<file path="config.mk">
export PLATFORM = sky130hd
export DESIGN_NAME = mem_port_arbiter
export DESIGN_NICKNAME = d
export VERILOG_FILES = /design/src/rtl/mem_port_arbiter_pkg.sv /design/src/rtl/mem_port_arbiter_fetch_resp_buf.sv /design/src/rtl/mem_port_arbiter.sv
export SDC_FILE = /design/constraint.sdc
export NUM_CORES = 1
export LEC_CHECK = 0
export CORE_ASPECT_RATIO = 1.5
export CORE_MARGIN = 2
export CORE_UTILIZATION = 31
export DETAILED_ROUTE_END_ITERATION = 10
export GPL_ROUTABILITY_DRIVEN = 0
export SLEW_MARGIN = 15
export SYNTH_ARGS = -nofsm -noshare
export SYNTH_HDL_FRONTEND = slang
export SYNTH_HIERARCHICAL = 1
export SYNTH_SLANG_ARGS = --single-unit
</file>
<file path="constraint.sdc">
create_clock -name i_clk -period 2.4 [get_ports i_clk]
set_clock_uncertainty 0.2 [all_clocks]
set_input_delay 0.36 -clock i_clk [delete_from_list [all_inputs] [get_ports i_clk]]
set_output_delay 0.36 -clock i_clk [all_outputs]
set_load 0.02 [all_outputs]
</file>
<file path="src/rtl/mem_port_arbiter_pkg.sv">
// rtl/mem_port_arbiter_pkg.sv - shared widths and state type for the memory port arbiter
`ifndef PR_ADDR_W
`define PR_ADDR_W 6
`endif
`ifndef MEM_ADDR_W
`define MEM_ADDR_W 16
`endif
`ifndef MEM_DATA_W
`define MEM_DATA_W 8
`endif

package mem_port_arbiter_pkg;

  localparam int ARB_TAG_W  = `PR_ADDR_W;
  localparam int ARB_ADDR_W = `MEM_ADDR_W;
  localparam int ARB_DATA_W = `MEM_DATA_W;

  // One bus access at a time: either waiting for a winner or riding out the latency.
  typedef enum logic {
    ST_IDLE = 1'b0,
    ST_BUSY = 1'b1
  } arb_state_e;

  // Counter width able to hold 0..max_val inclusive, never narrower than one bit.
  function automatic int cnt_width(input int max_val);
    return (max_val < 2) ? 1 : $clog2(max_val + 1);
  endfunction

endpackage

</file>
<file path="src/rtl/mem_port_arbiter_fetch_resp_buf.sv">
// rtl/mem_port_arbiter_fetch_resp_buf.sv - one-entry valid/ready holding buffer for fetched bytes
module mem_port_arbiter_fetch_resp_buf #(
  parameter int DATA_W = 8
) (
  input  logic              i_clk,
  input  logic              i_rst,
  input  logic              i_clear,
  input  logic              i_load,
  input  logic [DATA_W-1:0] i_data,
  output logic [DATA_W-1:0] o_data,
  output logic              o_valid,
  input  logic              i_ready
);

  logic              r_valid;
  logic [DATA_W-1:0] r_data;

  // Clear beats load so a redirect never lets a stale byte through; load beats pop.
  always_ff @(posedge i_clk) begin
    if (i_rst || i_clear) begin
      r_valid <= 1'b0;
      r_data  <= '0;
    end else if (i_load) begin
      r_valid <= 1'b1;
      r_data  <= i_data;
    end else if (r_valid && i_ready) begin
      r_valid <= 1'b0;
    end
  end

  assign o_valid = r_valid;
  assign o_data  = r_data;

endmodule

</file>
<file path="src/rtl/mem_port_arbiter.sv">
// rtl/mem_port_arbiter.sv - shares the single memory bus between instruction fetch and load/store
module mem_port_arbiter
  import mem_port_arbiter_pkg::*;
#(
  parameter int ADDR_W       = ARB_ADDR_W,
  parameter int DATA_W       = ARB_DATA_W,
  parameter int TAG_W        = ARB_TAG_W,
  parameter int MEM_LATENCY  = 1,
  parameter int STARVE_LIMIT = 4
) (
  input  logic              i_clk,
  input  logic              i_rst,
  input  logic              i_flush,
  input  logic [ADDR_W-1:0] i_fetch_addr,
  input  logic              i_fetch_req_valid,
  output logic              o_fetch_req_ready,
  output logic [DATA_W-1:0] o_fetch_data,
  output logic              o_fetch_data_valid,
  input  logic              i_fetch_data_ready,
  input  logic [ADDR_W-1:0] i_mem_addr,
  input  logic [DATA_W-1:0] i_mem_wdata,
  input  logic              i_mem_we,
  input  logic [TAG_W-1:0]  i_mem_tag,
  input  logic              i_mem_req_valid,
  output logic              o_mem_req_ready,
  output logic [DATA_W-1:0] o_mem_resp_data,
  output logic [TAG_W-1:0]  o_mem_resp_tag,
  output logic              o_mem_resp_valid,
  output logic              o_bus_en,
  output logic              o_bus_we,
  output logic [ADDR_W-1:0] o_bus_addr,
  output logic [DATA_W-1:0] o_bus_wdata,
  input  logic [DATA_W-1:0] i_bus_rdata
);

  localparam int LAT_W    = cnt_width(MEM_LATENCY);
  localparam int STARVE_W = cnt_width(STARVE_LIMIT);

  arb_state_e          r_state;
  arb_state_e          w_state_nxt;
  logic [LAT_W-1:0]    r_lat_cnt;
  logic [STARVE_W-1:0] r_starve;
  logic                r_drop;
  logic                r_is_fetch;
  logic                r_is_store;
  logic [TAG_W-1:0]    r_tag;

  logic                r_bus_en;
  logic                r_bus_we;
  logic [ADDR_W-1:0]   r_bus_addr;
  logic [DATA_W-1:0]   r_bus_wdata;

  logic                r_resp_valid;
  logic [DATA_W-1:0]   r_resp_data;
  logic [TAG_W-1:0]    r_resp_tag;

  logic                w_buf_valid;
  logic                w_fetch_elig;
  logic                w_starved;
  logic                w_mem_win;
  logic                w_fetch_win;
  logic                w_mem_grant;
  logic                w_fetch_grant;
  logic                w_grant;
  logic                w_lat_done;
  logic                w_buf_load;

  // Fetch may only compete while its buffer has room and no redirect is underway.
  assign w_fetch_elig = i_fetch_req_valid & ~w_buf_valid & ~i_flush;
  assign w_starved    = w_fetch_elig & (r_starve == STARVE_W'(STARVE_LIMIT));
  assign w_mem_win    = i_mem_req_valid & ~w_starved;
  assign w_fetch_win  = ~w_mem_win & w_fetch_elig;
  assign w_grant      = w_mem_grant | w_fetch_grant;

  // Next-state and grant decode; grants exist only in IDLE and never while reset is held.
  always_comb begin
    w_state_nxt   = r_state;
    w_mem_grant   = 1'b0;
    w_fetch_grant = 1'b0;
    w_lat_done    = 1'b0;
    case (r_state)
      ST_IDLE: begin
        if (!i_rst) begin
          w_mem_grant   = w_mem_win;
          w_fetch_grant = w_fetch_win;
          if (w_mem_win || w_fetch_win) begin
            w_state_nxt = ST_BUSY;
          end
        end
      end
      ST_BUSY: begin
        if (r_lat_cnt == LAT_W'(MEM_LATENCY)) begin
          w_lat_done  = 1'b1;
          w_state_nxt = ST_IDLE;
        end
      end
      default: w_state_nxt = ST_IDLE;
    endcase
  end

  // State register.
  always_ff @(posedge i_clk) begin
    if (i_rst) begin
      r_state <= ST_IDLE;
    end else begin
      r_state <= w_state_nxt;
    end
  end

  // Counts the bus_en cycle plus MEM_LATENCY wait cycles; read data is taken on the last one.
  always_ff @(posedge i_clk) begin
    if (i_rst || w_grant || w_lat_done) begin
      r_lat_cnt <= '0;
    end else if (r_state == ST_BUSY) begin
      r_lat_cnt <= r_lat_cnt + LAT_W'(1);
    end
  end

  // Remember who owns the in-flight access so the response can be routed.
  always_ff @(posedge i_clk) begin
    if (i_rst) begin
      r_is_fetch <= 1'b0;
      r_is_store <= 1'b0;
      r_tag      <= '0;
    end else if (w_grant) begin
      r_is_fetch <= w_fetch_grant;
      r_is_store <= w_mem_grant & i_mem_we;
      r_tag      <= i_mem_tag;
    end
  end

  // Bus strobe and payload are driven only in the cycle after the handshake.
  always_ff @(posedge i_clk) begin
    if (i_rst) begin
      r_bus_en    <= 1'b0;
      r_bus_we    <= 1'b0;
      r_bus_addr  <= '0;
      r_bus_wdata <= '0;
    end else begin
      r_bus_en    <= w_grant;
      r_bus_we    <= w_mem_grant & i_mem_we;
      r_bus_addr  <= w_fetch_grant ? i_fetch_addr :
                     (w_mem_grant ? i_mem_addr : '0);
      r_bus_wdata <= (w_mem_grant && i_mem_we) ? i_mem_wdata : '0;
    end
  end

  // Consecutive arbitrations a ready fetch has lost to mem; saturates so fetch eventually wins.
  always_ff @(posedge i_clk) begin
    if (i_rst || w_fetch_grant) begin
      r_starve <= '0;
    end else if (w_mem_grant && w_fetch_elig &&
                 (r_starve != STARVE_W'(STARVE_LIMIT))) begin
      r_starve <= r_starve + STARVE_W'(1);
    end
  end

  // A redirect during an in-flight fetch marks its eventual data as stale.
  always_ff @(posedge i_clk) begin
    if (i_rst || w_lat_done) begin
      r_drop <= 1'b0;
    end else if (i_flush && (r_state == ST_BUSY) && r_is_fetch) begin
      r_drop <= 1'b1;
    end
  end

  // Mem completion pulse; stores report zero data so the consumer never sees bus noise.
  always_ff @(posedge i_clk) begin
    if (i_rst) begin
      r_resp_valid <= 1'b0;
      r_resp_data  <= '0;
      r_resp_tag   <= '0;
    end else begin
      r_resp_valid <= w_lat_done & ~r_is_fetch;
      if (w_lat_done && !r_is_fetch) begin
        r_resp_data <= r_is_store ? '0 : i_bus_rdata;
        r_resp_tag  <= r_tag;
      end
    end
  end

  // A flush on the sampling edge itself also kills the byte.
  assign w_buf_load = w_lat_done & r_is_fetch & ~r_drop & ~i_flush;

  mem_port_arbiter_fetch_resp_buf #(
    .DATA_W (DATA_W)
  ) u_fetch_buf (
    .i_clk   (i_clk),
    .i_rst   (i_rst),
    .i_clear (i_flush),
    .i_load  (w_buf_load),
    .i_data  (i_bus_rdata),
    .o_data  (o_fetch_data),
    .o_valid (w_buf_valid),
    .i_ready (i_fetch_data_ready)
  );

  assign o_fetch_data_valid = w_buf_valid;
  assign o_fetch_req_ready  = w_fetch_grant;
  assign o_mem_req_ready    = w_mem_grant;
  assign o_mem_resp_valid   = r_resp_valid;
  assign o_mem_resp_data    = r_resp_data;
  assign o_mem_resp_tag     = r_resp_tag;
  assign o_bus_en           = r_bus_en;
  assign o_bus_we           = r_bus_we;
  assign o_bus_addr         = r_bus_addr;
  assign o_bus_wdata        = r_bus_wdata;

endmodule
</file>
## Yosys cells after proc, flatten, opt, wreduce, memory -nomap -nowiden

Cells that the tools add are included.

- Equality and inequality tests: 2
- Bitwise gates (word level): 19
- Add/sub/neg operators: 2
- Reduce and logical (&&, ||, !) cells: 16
- Multipliers: 0
- Shifts and indexed selects: 0
- Div/mod/pow operators: 0
- Magnitude comparators: 0
- Mux-type cells: 14

Operators with widths:

| kind | number |
|---|---|
| two-way mux 16 bit | 2 |
| bitwise AND 1 bit | 10 |
| two-way mux 1 bit | 10 |
| two-way mux 8 bit | 1 |
| NOT 1 bit | 8 |
| logical AND 1 bit | 7 |
| logical OR 1 bit | 6 |
| adder 3 x 1 -> 3 bit, second input constant | 1 |
| equality test 3 bit, second input constant | 1 |
| inequality test 3 bit, second input constant | 1 |
| case mux 1 bit (2 select lines) | 1 |
| nonzero test 2 bit | 1 |
| OR reduction 2 bit | 1 |
| adder 1 bit, second input constant | 1 |
| logical NOT 1 bit | 1 |
| OR 1 bit | 1 |

- ROM bits: 0
- Latch bits: 0
- Bits in writable memories: 0
- Output and inout bits: 52
- Memories kept: 0
- Flip-flop bits (word level): 64

## Longest topological paths before layout

- Word-level depth: 13
- Depth in mapped cells: 6
- Mapped depth without buffers: 5

## Hierarchy

Netlist, hierarchy kept.

By module, submodules not included:

| module | cells an instance | times used | area an instance (µm²) |
|---|---|---|---|
| mem_port_arbiter | 184 | 1 | 1971.9 |
| mem_port_arbiter_fetch_resp_buf | 31 | 1 | 334.1 |

## Worst setup path before layout

OpenSTA, ideal clock, no wires.

- Kind: reg2out
- Start point: reg u_fetch_buf.r_valid, in the netlist u_fetch_buf/o_valid
- End point: out o_fetch_req_ready
- Slack: 0.487 ns
- Buffers on the path: 1
- Arrival time: 1.353 ns
- Cell stages (with the launch flop): 4
- Cell sequence: dfxtp_1 > or3b_4 > nor3_4 > buf_6

- Longest elaborated chain between the ends: 10

Ends and longest elaborated chain:

| element | line | source |
|---|---|---|
| start, declared | mem_port_arbiter_fetch_resp_buf.sv:15 | `logic r_valid;` |
| start signal, assigned | mem_port_arbiter_fetch_resp_buf.sv:21 | `r_valid <= 1'b0;` |
| start signal, assigned | mem_port_arbiter_fetch_resp_buf.sv:24 | `r_valid <= 1'b1;` |
| start signal, assigned | mem_port_arbiter_fetch_resp_buf.sv:27 | `r_valid <= 1'b0;` |
| NOT 1 bit (*) | mem_port_arbiter.sv:69 | `assign w_fetch_elig = i_fetch_req_valid & ~w_buf_valid & ~i_flush;` |
| bitwise AND 1 bit (*) (2 in series) | mem_port_arbiter.sv:69 |  |
| bitwise AND 1 bit | mem_port_arbiter.sv:70 | `assign w_starved = w_fetch_elig & (r_starve == STARVE_W'(STARVE_LIMIT));` |
| NOT 1 bit | mem_port_arbiter.sv:71 | `assign w_mem_win = i_mem_req_valid & ~w_starved;` |
| bitwise AND 1 bit | mem_port_arbiter.sv:71 |  |
| NOT 1 bit | mem_port_arbiter.sv:72 | `assign w_fetch_win = ~w_mem_win & w_fetch_elig;` |
| bitwise AND 1 bit (*) | mem_port_arbiter.sv:72 |  |
| two-way mux 1 bit (*) | mem_port_arbiter.sv:83 | `if (!i_rst) begin` |
| two-way mux 1 bit (*) | mem_port_arbiter.sv:81 | `case (r_state)` |
| end, declared | mem_port_arbiter.sv:16 | `output logic o_fetch_req_ready,` |

Mark *: on every way between the ends. The rest lies on a longest branch, timed or not.

## Final worst setup path

- Start point: in i_fetch_req_valid
- End point: out o_fetch_req_ready

- Longest elaborated chain between the ends: 9

Ends and longest elaborated chain:

| element | line | source |
|---|---|---|
| start, declared | mem_port_arbiter.sv:15 | `input logic i_fetch_req_valid,` |
| bitwise AND 1 bit (*) (2 in series) | mem_port_arbiter.sv:69 |  |
| bitwise AND 1 bit | mem_port_arbiter.sv:70 |  |
| NOT 1 bit | mem_port_arbiter.sv:71 |  |
| bitwise AND 1 bit | mem_port_arbiter.sv:71 |  |
| NOT 1 bit | mem_port_arbiter.sv:72 |  |
| bitwise AND 1 bit (*) | mem_port_arbiter.sv:72 |  |
| two-way mux 1 bit (*) | mem_port_arbiter.sv:83 |  |
| two-way mux 1 bit (*) | mem_port_arbiter.sv:81 |  |

Marks and branches as above.

==> metrics <==
Worst Hold Depth=2; CP max stage delay=0.46 ns; CTS root buf=clkbuf_8; Iter 0 DRT Violations=43; initial antenna violation count=0; Remaining Overflow, GRT=0; post-synth top area share=0.556; R2R Path Start=u_fetch_buf/o_valid$_SDFFE_PP0P_; RSZ-0062 raised after global routing=false; post-synthesis instance area=2310 µm²; dpl hpwl=about 4.4 mm; Worst Path Required=1.84 ns; postcts setup bufs=0; clock slew at reported path FFs=roughly 0.070 ns; CTS Hold Bufs=0; cell row count=38; cell internal pwr=1.76 mW; post-place setup slack=-0.228 ns; crit path cell chain=clkdlybuf4s50_1 -> or3b_4 -> nor3_4 -> dlygate4sd2_1; area of the core=7230 µm²; starting density of the core=0.319; vias in the first global route=a little over 2k; ANT cells=0; Clock Sinks=64; crit path time final=2.34 ns; PnR worst setup slack=0.0644 ns; period utilisation layout=0.973; Worst R2R End=r_tag[4]$_SDFFE_PP0P_; CTS max path bufs=2; Die Wd=74.4 µm; max-cap viol count=0; LEAKAGE=1.40 nW; hold crit path type=register to register; I/O pin count=between 100 and 150; Fin. Hold Viols=0; reg2reg setup slack=approximately 0.51 ns; H-tree depth=3; vias after detailed routing=2,056; GRT Total Usage=0.156; FMAX=428 MHz; Final Instance Area=3740 µm²; worst-margin pin slew=0.660 ns; sequential-to-total area share from yosys stat=0.556; Routed Antenna Nets=0; Syn Nets=roughly 280; arrival time at the worst endpoint=1.78 ns; Seq cells post-synth=64; Layout Area Growth over Synthesis=62.2%; switch share=0.230; Avg Vias per Cell=4.63; Resized cells post-CTS=2; relative slew slack=0.558; family with the most delay on the worst path=buffers and inverters; Pwr per Cell Area=about 610 nW/µm²; Bufs and invs on worst path=2; Crit. End Element=primary output; die height=110 µm; Crit Path Max Fanout=2; clk_lat worst skew=0.32 ns; die area=8160 µm²; share of layout cells above drive strength 1=0.116; Peak supply drop=299 µV; Routed wire per std cell=13.7 µm; TritonCTS clock tree=yes; synthesized instance count=215; cell accounting for the most synthesized area=dfxtp_1; final setup violation count=0; r2r worst-path depth=4; clock network power share=0.374; CP max stage cell=clkdlybuf4s50_1; critical path class=input port to primary output; Synth area leaders=dfxtp_1, a22o_1, a21oi_1, mux2i_1, nand2_1; pins over their slew limit=0; Hold EP=o_mem_resp_tag[1]$_SDFFE_PP0P_; outcome=finished, final reports clean; port bufs=112; HP Start=r_tag[1]$_SDFFE_PP0P_; Post-Syn Area per Cell=10.7 µm²; largest net degree at the start of global routing=32; hold slack final=0.246 ns; first-pass GRT wire length=9.55 mm; distinct cell type count after synthesis=42; Comb power frac=0.136; Flop pwr share=0.490; total wire length=6.06 mm; placed insts=428; Pre-antenna DRT Iters=4; final cell count without fillers=between 400 and 500; Residual DRC=0; Cell Area, Placed=roughly 3600 µm²; Setup crit start kind=input port; P_sw=0.528 mW; synth warn=6; nets=402; TritonCTS Buffers=9
-- logic make-up after synthesis --
family                   Yosys count  share of synthesized area
buffers and inverters             18                     0.0477
flip-flops                        64                      0.556
multiplexers                      14                     0.0640
AND/OR/NAND/NOR                   70                      0.173
AO/OA/AOI/OAI                     46                      0.145
adder cells (fa/ha/maj)            2                     0.0109
XOR/XNOR                           1                    0.00380
-- worst min-delay path: stages (launching register included) --
cell	delay, ns
dfxtp_1	0.31
nand2_1	0.05
a21oi_1	0.05
-- synthesized netlist by cell type --
cell type   n
dfxtp_1    64
nand2_1    20
a21oi_1    17
a22o_1     16
nor2_1     12
nand3b_1    9
and3_1      8
mux2i_1     8
inv_1       6
mux2_2      6
nor2b_1     6
buf_6       5
clkbuf_1    4
a211oi_1    2
ha_1        2
nand4_1     2
o21ai_0     2
or3b_4      2
a21boi_1    1
a21oi_2     1
a221oi_1    1
a31o_2      1
a31oi_1     1
a31oi_4     1
a32o_1      1
and2_1      1
and3b_1     1
buf_1       1
buf_2       1
buf_4       1
nand2b_1    1
nand3_1     1
nand4b_1    1
nor3_1      1
nor3_4      1
nor3b_2     1
o21ai_1     1
o32ai_1     1
or2_1       1
or2_2       1
or3_1       1
xnor2_1     1
-- final cells by class --
class	instances	area, µm²
Multi-Input combinational cell	133	915
Timing Repair Buffer	125	1220
Fill cell	709	3490
Inverter	6	22.5
Clock buffer	12	135
Clock inverter	4	45.0
Sequential cell	64	1280
Tap cell	100	125
-- worst max path at each step --
stage / from / endpoint / depth (start not counted)
2_1_floorplan: u_fetch_buf/o_valid$_SDFFE_PP0P_ / o_fetch_req_ready / 3
3_3_place_gp: i_fetch_req_valid / o_fetch_req_ready / 4
3_5_place_dp: i_fetch_req_valid / o_fetch_req_ready / 4
4_1_cts: i_fetch_req_valid / o_fetch_req_ready / 4
5_1_grt: i_mem_req_valid / o_mem_req_ready / 4
6_report: i_fetch_req_valid / o_fetch_req_ready / 4
-- layout by cell type (no fill, tap or decap), types with 6 or more instances in the layout --
cell | Yosys | final
a21oi_1 | 17 | 17
a22o_1 | 16 | 16
and3_1 | 8 | 8
buf_4 | 1 | 13
clkbuf_8 | 0 | 9
clkdlybuf4s50_1 | 0 | 110
dfxtp_1 | 64 | 64
inv_1 | 6 | 6
mux2_2 | 6 | 6
mux2i_1 | 8 | 8
nand2_1 | 20 | 20
nand3b_1 | 9 | 9
nor2_1 | 12 | 12
nor2b_1 | 6 | 6
-- sequential cells by signal, summed over array words and instances, names as in the netlist, 3 cells and up --
register,cells
o_bus_addr,16
o_bus_wdata,8
u_fetch_buf/o_data,8
r_tag,6
r_starve,3
o_mem_resp_data,8
o_mem_resp_tag,6
-- through the flow --
stage	TNS (ns)	util	power, mW
final	0	0.517	2.29
after detailed placement	-0.681	0.493	1.46
after CTS	0	0.517	2.33
after floorplan	0	-	1.27
after global routing	0	0.517	2.39
after global placement	-0.590	0.493	1.46
-- power by group through the flow --
stage	Combinational, mW	Sequential, mW	Clock, mW
final	0.312	1.12	0.858
after global routing	0.336	1.13	0.931
after CTS	0.316	1.12	0.892
after detailed placement	0.315	1.15	0
after global placement	0.312	1.15	0
after floorplan	0.101	1.17	0
-- metal layers --
| layer | wire length, µm | part of all wire | vias to the layer above | global-route usage |
|---|---|---|---|---|
| met4 | 120 | 0.020 | 0 | 0.0880 |
| li1 | - | - | 1002 | - |
| met5 | 0 | 0 | - | 0 |
| met3 | 495 | 0.082 | 10 | 0.0394 |
| met2 | 3010 | 0.50 | 89 | 0.262 |
| met1 | 2430 | 0.40 | 955 | 0.175 |
(Power assumes the default switching activity.)
